File: src/rtl/reg_file_param.sv
// Parameterised register file: two asynchronous read ports, one write port,
// and a post-reset clear sweep that zeroes every entry before READY rises.
module reg_file_param #(
    parameter int XLEN     = 32,
    parameter int ADDR_W   = 5,
    parameter int BYPASS   = 1,
    parameter int ZERO_REG = 1
) (
    input  logic              CLK,
    input  logic              RESET,
    input  logic [ADDR_W-1:0] R1,
    input  logic [ADDR_W-1:0] R2,
    input  logic [ADDR_W-1:0] RD,
    input  logic [XLEN-1:0]   RD_DATA,
    input  logic              WRITE_ENABLE,
    output logic [XLEN-1:0]   R1_DATA,
    output logic [XLEN-1:0]   R2_DATA,
    output logic              READY
);

    localparam int N = 2 ** ADDR_W;

    typedef enum logic {
        CLEAR = 1'b0,
        RUN   = 1'b1
    } state_t;

    state_t            state;
    state_t            state_nxt;
    logic [ADDR_W:0]   cnt;
    logic [ADDR_W:0]   cnt_nxt;
    logic [XLEN-1:0]   regs [N];
    logic              run;
    logic              clr;
    logic              qw;

    always_ff @(posedge CLK) begin
        if (RESET) begin
            state <= CLEAR;
            cnt   <= '0;
        end else begin
            state <= state_nxt;
            cnt   <= cnt_nxt;
        end
    end

    // The counter only advances while sweeping, so it parks at N and never wraps.
    always_comb begin
        state_nxt = state;
        cnt_nxt   = cnt;
        if (state == CLEAR) begin
            cnt_nxt = cnt + (ADDR_W + 1)'(1);
            if (cnt[ADDR_W-1:0] == ADDR_W'(N - 1)) begin
                state_nxt = RUN;
            end
        end
    end

    // RESET masks the outputs combinationally so nothing leaks during the reset cycle.
    always_comb begin
        run   = (state == RUN) && !RESET;
        clr   = (state == CLEAR) && !RESET;
        READY = run;
        qw    = run && WRITE_ENABLE && !((ZERO_REG != 0) && (RD == '0));
    end

    always_ff @(posedge CLK) begin
        if (clr) begin
            regs[cnt[ADDR_W-1:0]] <= '0;
        end else if (qw) begin
            regs[RD] <= RD_DATA;
        end
    end

    function automatic logic [XLEN-1:0] read_port(input logic [ADDR_W-1:0] addr);
        if (!run) begin
            return '0;
        end
        if ((ZERO_REG != 0) && (addr == '0)) begin
            return '0;
        end
        if ((BYPASS != 0) && qw && (addr == RD)) begin
            return RD_DATA;
        end
        return regs[addr];
    endfunction

    always_comb begin
        R1_DATA = read_port(R1);
        R2_DATA = read_port(R2);
    end

endmodule

File: config.mk
export PLATFORM = sky130hd
export DESIGN_NAME = reg_file_param
export DESIGN_NICKNAME = d
export VERILOG_FILES = /design/src/rtl/reg_file_param.sv
export SDC_FILE = /design/constraint.sdc
export NUM_CORES = 1
export LEC_CHECK = 0
export BUFFER_PORTS_ARGS = -buffer_cell sky130_fd_sc_hd__buf_4
export CORE_MARGIN = 1.5
export CORE_UTILIZATION = 40
export DETAILED_ROUTE_END_ITERATION = 16
export PLACE_DENSITY = 0.55
export RECOVER_POWER = 50
export SYNTH_ARGS = -nofsm -noshare
export SYNTH_HDL_FRONTEND = slang
export SYNTH_SLANG_ARGS = --single-unit
File: constraint.sdc
create_clock -name CLK -period 5.15 [get_ports CLK]
set_input_delay 1.03 -clock CLK [delete_from_list [all_inputs] [get_ports CLK]]
set_output_delay 1.03 -clock CLK [all_outputs]
set_load 0.01 [all_outputs]
==> results of run 1 <==
==> critical path, stage by stage (launching register included) <==
cell	delay (ps)
dfxtp_1	580
and3b_1	480
o31a_1	1040
mux2i_1	430
nand2_1	300
nor2_4	170
clkbuf_1	1390
==> kinds of logic (layout without fill, tap and decap cells) <==
logic type / after synthesis / in the layout / synth area share (%)
flip-flops: 1030 / 1030 / 63.2
AO/OA/AOI/OAI: 548 / 548 / 8.69
XOR/XNOR: 13 / 13 / 0.233
buffers and inverters: 234 / 478 / 2.63
multiplexers: 694 / 694 / 22.8
AND/OR/NAND/NOR: 233 / 233 / 2.39
adder cells (fa/ha/maj): 2 / 2 / 0.0512
==> layer usage <==
| metal | part of all wire [%] | GRT usage (%) | up-vias |
|---|---|---|---|
| met2 | 48 | 45.9 | 1809 |
| met1 | 39 | 36.2 | 16800 |
| met4 | 4.5 | 11.8 | 0 |
| li1 | - | - | 12200 |
| met3 | 8.4 | 5.09 | 433 |
| met5 | 0 | 0 | - |
==> metrics by stage <==
stage | std cells | power (mW) | hold slack [ps]
floorplan | 2754 | 10.1 | 552
global placement | 4416 | 10.6 | 574
detailed placement | 4416 | 10.6 | 584
CTS | 4623 | 18.6 | 554
global route | 4623 | 18.9 | 584
finish | 4623 | 18.5 | 592
==> placed cells by master (no fill, tap or decap), types with 3 or more instances in the layout <==
master      synthesis  final
buf_12              0     46
or2_2               3      3
nor2_1             46     27
nand2_1            44     41
clkinv_4            0      3
and2_0              0     15
nor2b_1             5      3
inv_1               4      3
nor3_1             70     69
clkinvlp_4          0      4
nor4_1              3      3
a211o_1            61     61
inv_6               0      4
mux4_2            334    334
clkinv_2            0     25
a221oi_2           19     19
bufinv_16           0     11
clkinv_1            1     20
buf_4              34    180
a21oi_1            42     41
dfxtp_1             6      6
o21ai_0            61     61
and2_1             40     24
nor2_4              0     18
o221ai_1           64     64
clkbuf_16           0    117
xnor2_1            12     12
clkbuf_2            0     20
o21ai_1             7      6
o22ai_1            89     89
a22oi_1            38     38
nand3b_1            7      7
a221o_1            36     36
a211oi_1           55     55
edfxtp_1         1024   1024
clkbuf_1           76     38
a221oi_1           62     62
nand2b_1            5      3
mux2i_1           358    359
==> worst min path at each step <==
stage	startpoint	end	slack [ps]
5_1_grt	RESET	state	580
6_report	RESET	state	590
4_1_cts	RESET	cnt[3]	550
3_5_place_dp	cnt[1]	cnt[1]	580
2_1_floorplan	cnt[4]	cnt[4]	550
3_3_place_gp	cnt[1]	cnt[1]	570
==> cell type report <==
cell class	count	area (um^2)	area share (%)
Inverter	6	23.8	0.0425
Tap cell	1625	2030	3.63
Timing Repair Buffer	265	2490	4.45
Sequential cell	1030	30900	55.1
Clock buffer	141	3020	5.39
Multi-Input combinational cell	1490	16900	30.2
Clock inverter	66	617	1.10
==> Yosys cell counts, types with 42 or more instances <==
cell      count  area, um^2
clkbuf_1     76         285
o22ai_1      89         557
mux2i_1     358        3580
o21ai_0      61         305
nor3_1       70         350
nand2_1      44         165
a211o_1      61         534
a221oi_1     62         543
nor2_1       46         173
a21oi_1      42         210
buf_2        74         370
o221ai_1     64         561
edfxtp_1   1024       30700
a211oi_1     55         413
mux4_2      334        7520
==> registers in the layout (all words and copies together) (netlist names) <==
signal,flops
regs,1024
cnt,5
state,1
==> power breakdown <==
part | total [mW] | switching (mW) | internal, mW
clock network | 8.04 | 3.36 | 4.68
registers | 9.17 | 0.0280 | 9.15
logic | 1.27 | 0.789 | 0.486
==> metrics, run 1 <==
Synth Instances=~2,800; crit path to=regs[3][5]; num rows=between 100 and 150; Max-Cap Viols=17; R2R Path Start=state; Clock Latency Late Sink=700 ps; Worst Skew=18.4 ps; average cell area after synthesis=between 15 and 20 um^2; final core occ=between 40% and 50%; Post-Syn Nets=2,806; R2R Path End=regs[3][5]; Synth cell types=60; Port Buf Inserts=114; Seq cells post-synth=around 1,000; Pre-Repair DR Iteration Count=5; R2R cell count=6; Final Hold Violating Endpoints=0; Worst-path clk slew=~60 ps; hpwl dp=about 100 mm; hold crit path type=input pin to flip-flop; initial antenna violation count=1; share of cells above drive strength 1=27.2%; Synth Warn #=0; Num CTS Buffers=around 110; post-CTS setup buffer count=0; Die ar.=between 0.1 and 0.15 mm^2; Die W=352 um; pre-CTS WS=around 620 ps; post-synthesis sequential area ratio=between 60% and 70%; Placed Area=0.0526 mm^2; post-route ant nets=0; Worst slew margin=-28.1%; Final Critical Period=4820 ps; total wire length=between 150 and 200 mm; setup violation total in the final timing report=0; fin nets=slightly below 3,000; GPL Wtd Cong=0.844; ys async rst share=0%; critical path launch point type=flip-flop; area delta synth->final=14.6%; Finished Cell Area=roughly 0.056 mm^2; CTS Buffer Depth=3; Final Cycle Share=between 90% and 100%; Clock Tree Root=clkbuf_16; DR DRC count=0; static leakage=17.5 nW; worst setup margin=approximately 330 ps; Starting Density=about 40%; vias=31,200; fmax=207 MHz; # hold bufs at CTS=0; Crit Path Max Fanout=16; CTS Sinks=1,030; number of diodes=0; largest net degree at the start of global routing=65; Slew Limit Fails=roughly 270; WS Path Type=flip-flop to flip-flop; number of fill cells in the layout=a little over 10,000; Post-synth top flop=edfxtp_1; total grt overflow=0; worst vdd ir=between 0.2 and 0.3 mV; Worst setup startpoint=state; Fin Setup TNS=0 ps; Iter 0 DRT Violations=a little under 4,000; Hold Path Depth=2; Die Y=around 350 um; number of synthesized flops with an enable pin=between 1,000 and 1,500; Mapped Area=a little under 0.05 mm^2; vias per cell=6.75; all-layer global routing usage=approximately 28%; Reg2Reg Setup Slack=between 300 and 400 ps; RSZ-0062 raised after global routing=false; number of global-route vias before repair=approximately 32,000; TritonCTS clock tree=yes; core area=0.121 mm^2; violated checks=capacitance limit, slew limit; io pins=115; Resized Gates After CTS=0; CP endpoint kind=flip-flop; critical path arrival=just over 5000 ps; CTS H-Tree Depth=3; Required @ worst endpoint=between 5000 and 6000 ps; first-pass GRT wire length=between 200 and 250 mm; Pwr Density=330 mW/mm^2; outcome=finished, violations left; routed len/inst=around 38 um; Worst Tran Pin Value=about 1900 ps
Power figures use the tool's default switching activity.
==> inputs of run 2 (changes only) <==
==> constraint.sdc (replaced) <==
create_clock -name CLK -period 5.15 [get_ports CLK]
set_input_delay 0.7725 -clock CLK [delete_from_list [all_inputs] [get_ports CLK]]
set_output_delay 0.7725 -clock CLK [all_outputs]
set_load 0.01 [all_outputs]
==> run 2 against run 1 <==
Effect of this change:
- the flow still finishes with violations (capacitance limit, slew limit)
- clock skew increased by 4.9 ps
- sequential power about the same
- sequential cell count unchanged
- register-to-register slack improved by 190 ps
- power decreased by 1.5%
- via count decreased by 0.74%
- non-clock buffer count decreased by 23
- clock-buffer cell count decreased by 7
- wire length decreased by 1.5%
- critical path type unchanged
- sequential share of layout area increased by 0.26 points
==> metrics, run 2 (synthesized netlist as in run 1, its figures left out) <==
outcome=finished, violations left; violated checks=capacitance limit, slew limit; Final Hold Violating Endpoints=0; Required @ worst endpoint=5510 ps; largest net degree at the start of global routing=a little under 70; CP endpoint kind=flip-flop; post-route ant nets=0; setup violation total in the final timing report=0; biggest regs=regs (1024), cnt (5), state (1); Crit Path Max Fanout=22; num rows=between 100 and 150; number of fill cells in the layout=approximately 10,000; core area=~0.12 mm^2; CTS Sinks=approximately 1,000; FF/Latch Area=around 0.031 mm^2; cell-internal power=roughly 14 mW; area delta synth->final=14.1%; Clk pwr share=between 40% and 50%; sequential power share=about 50%; RSZ-0062 raised after global routing=false; highest routed layer=met4; TritonCTS clock tree=yes; DR WL met3=between 10 and 15 mm; Sw Share=about 23%; routed len/inst=37.6 um; Multi-input gate area=between 0.015 and 0.02 mm^2; Comb pwr share=6.9%; placed cells=about 4,400; Cell Count, Final, Fillers Out=4,592; first-pass GRT wire length=~240 mm; Starting Density=~40%; number of global-route vias before repair=31,600; Num CTS Buffers=110; max FFs per register=between 1,000 and 1,500; io pins=~120; Final Cycle Share=around 90%; fin nets=2,932; Resized Gates After CTS=0; CTS Buffer Depth=3; Die ar.=about 0.12 mm^2; Port Buf Inserts=114; R2R Path Start=state; all-layer global routing usage=27.5%; critical path launch point type=flip-flop; most frequent cells in the layout=1,024 x edfxtp_1, 359 x mux2i_1, 334 x mux4_2; Die Y=between 300 and 400 um; worst vdd ir=approximately 0.26 mV; total power=between 15 and 20 mW; vias=just over 30,000; CTS H-Tree Depth=3; # hold bufs at CTS=0; Fin Setup TNS=0 ps; static leakage=17.3 nW; post-CTS setup buffer count=0; Worst Tran Pin Value=1770 ps; fmax=216 MHz; Clock Tree Root=clkbuf_16; most common cell after layout, fill and taps aside=edfxtp_1; critical path arrival=~5000 ps; Worst setup startpoint=state; critical hold path startpoint=RESET; Iter 0 DRT Violations=~3,700; Clock Latency Late Sink=690 ps; Worst Skew=23.3 ps; vias per cell=6.75; Pwr Density=roughly 330 mW/mm^2; number of diodes=0; initial antenna violation count=2; hpwl dp=around 99 mm; Final Critical Period=roughly 4600 ps; Pre-Repair DR Iteration Count=7; Slew Limit Fails=279; met1 WL=between 60 and 70 mm; total wire length=approximately 170 mm; DR DRC count=0; Switching Power=approximately 4.2 mW; Biggest register=regs; Worst-path clk slew=about 60 ps; hold crit path type=input pin to flip-flop; Max-Cap Viols=11; WS Path Type=flip-flop to flip-flop; Die W=~350 um; Worst slew margin=-17.9%; GPL Wtd Cong=between 0.8 and 0.9; WL met2=82.4 mm; share of cells above drive strength 1=a little over a quarter; total grt overflow=0
[run 2: critical path: stages, from the launching register on]
cell	delay, ps
dfxtp_1	580
and3b_1	480
o31a_1	1060
o21a_1	350
nand2_1	190
nor2_2	1250
buf_12	340
[run 2: stage by stage]
step,cell area (um^2),hold WS [ps],utilization (%),setup WS (ps)
CTS,55900,295,46.0,841
global placement,52400,576,43.2,917
floorplan,48800,552,-,1290
global route,55700,331,45.9,409
finish,55700,338,45.9,517
detailed placement,52400,597,43.2,902
[run 2: path summary, 6_finish.rpt]
path,endpoint,slack [ps],cells past startpoint
hold / removal,cnt[2],340,2
setup reg to reg,regs[16][18],520,6
hold reg to reg,cnt[1],610,2
setup / recovery,regs[16][18],520,6
[run 2: power groups by stage]
stage | logic [mW] | clock network, mW | registers (mW)
6_report | 1.26 | 7.78 | 9.17
2_1_floorplan | 0.780 | 0 | 9.34
3_3_place_gp | 1.25 | 0 | 9.34
5_1_grt | 1.31 | 8.16 | 9.17
4_1_cts | 1.26 | 7.86 | 9.17
3_5_place_dp | 1.26 | 0 | 9.35
[run 2: area by class of cell]
cell class | count | share of cell area, %
clock buffer | 134 | 5.22
multi-input combinational | 1490 | 30.5
tap | 1625 | 3.65
clock inverter | 65 | 1.02
inverter | 6 | 0.0427
timing repair buffer | 242 | 4.21
sequential | 1030 | 55.4
[run 2: routing by layer]
| metal | vias to the layer above | track usage, % |
|---|---|---|
| met1 | 16700 | 36.7 |
| met2 | 1779 | 44.1 |
| met3 | 409 | 4.88 |
| met5 | - | 0 |
| met4 | 0 | 12.6 |
| li1 | 12100 | - |
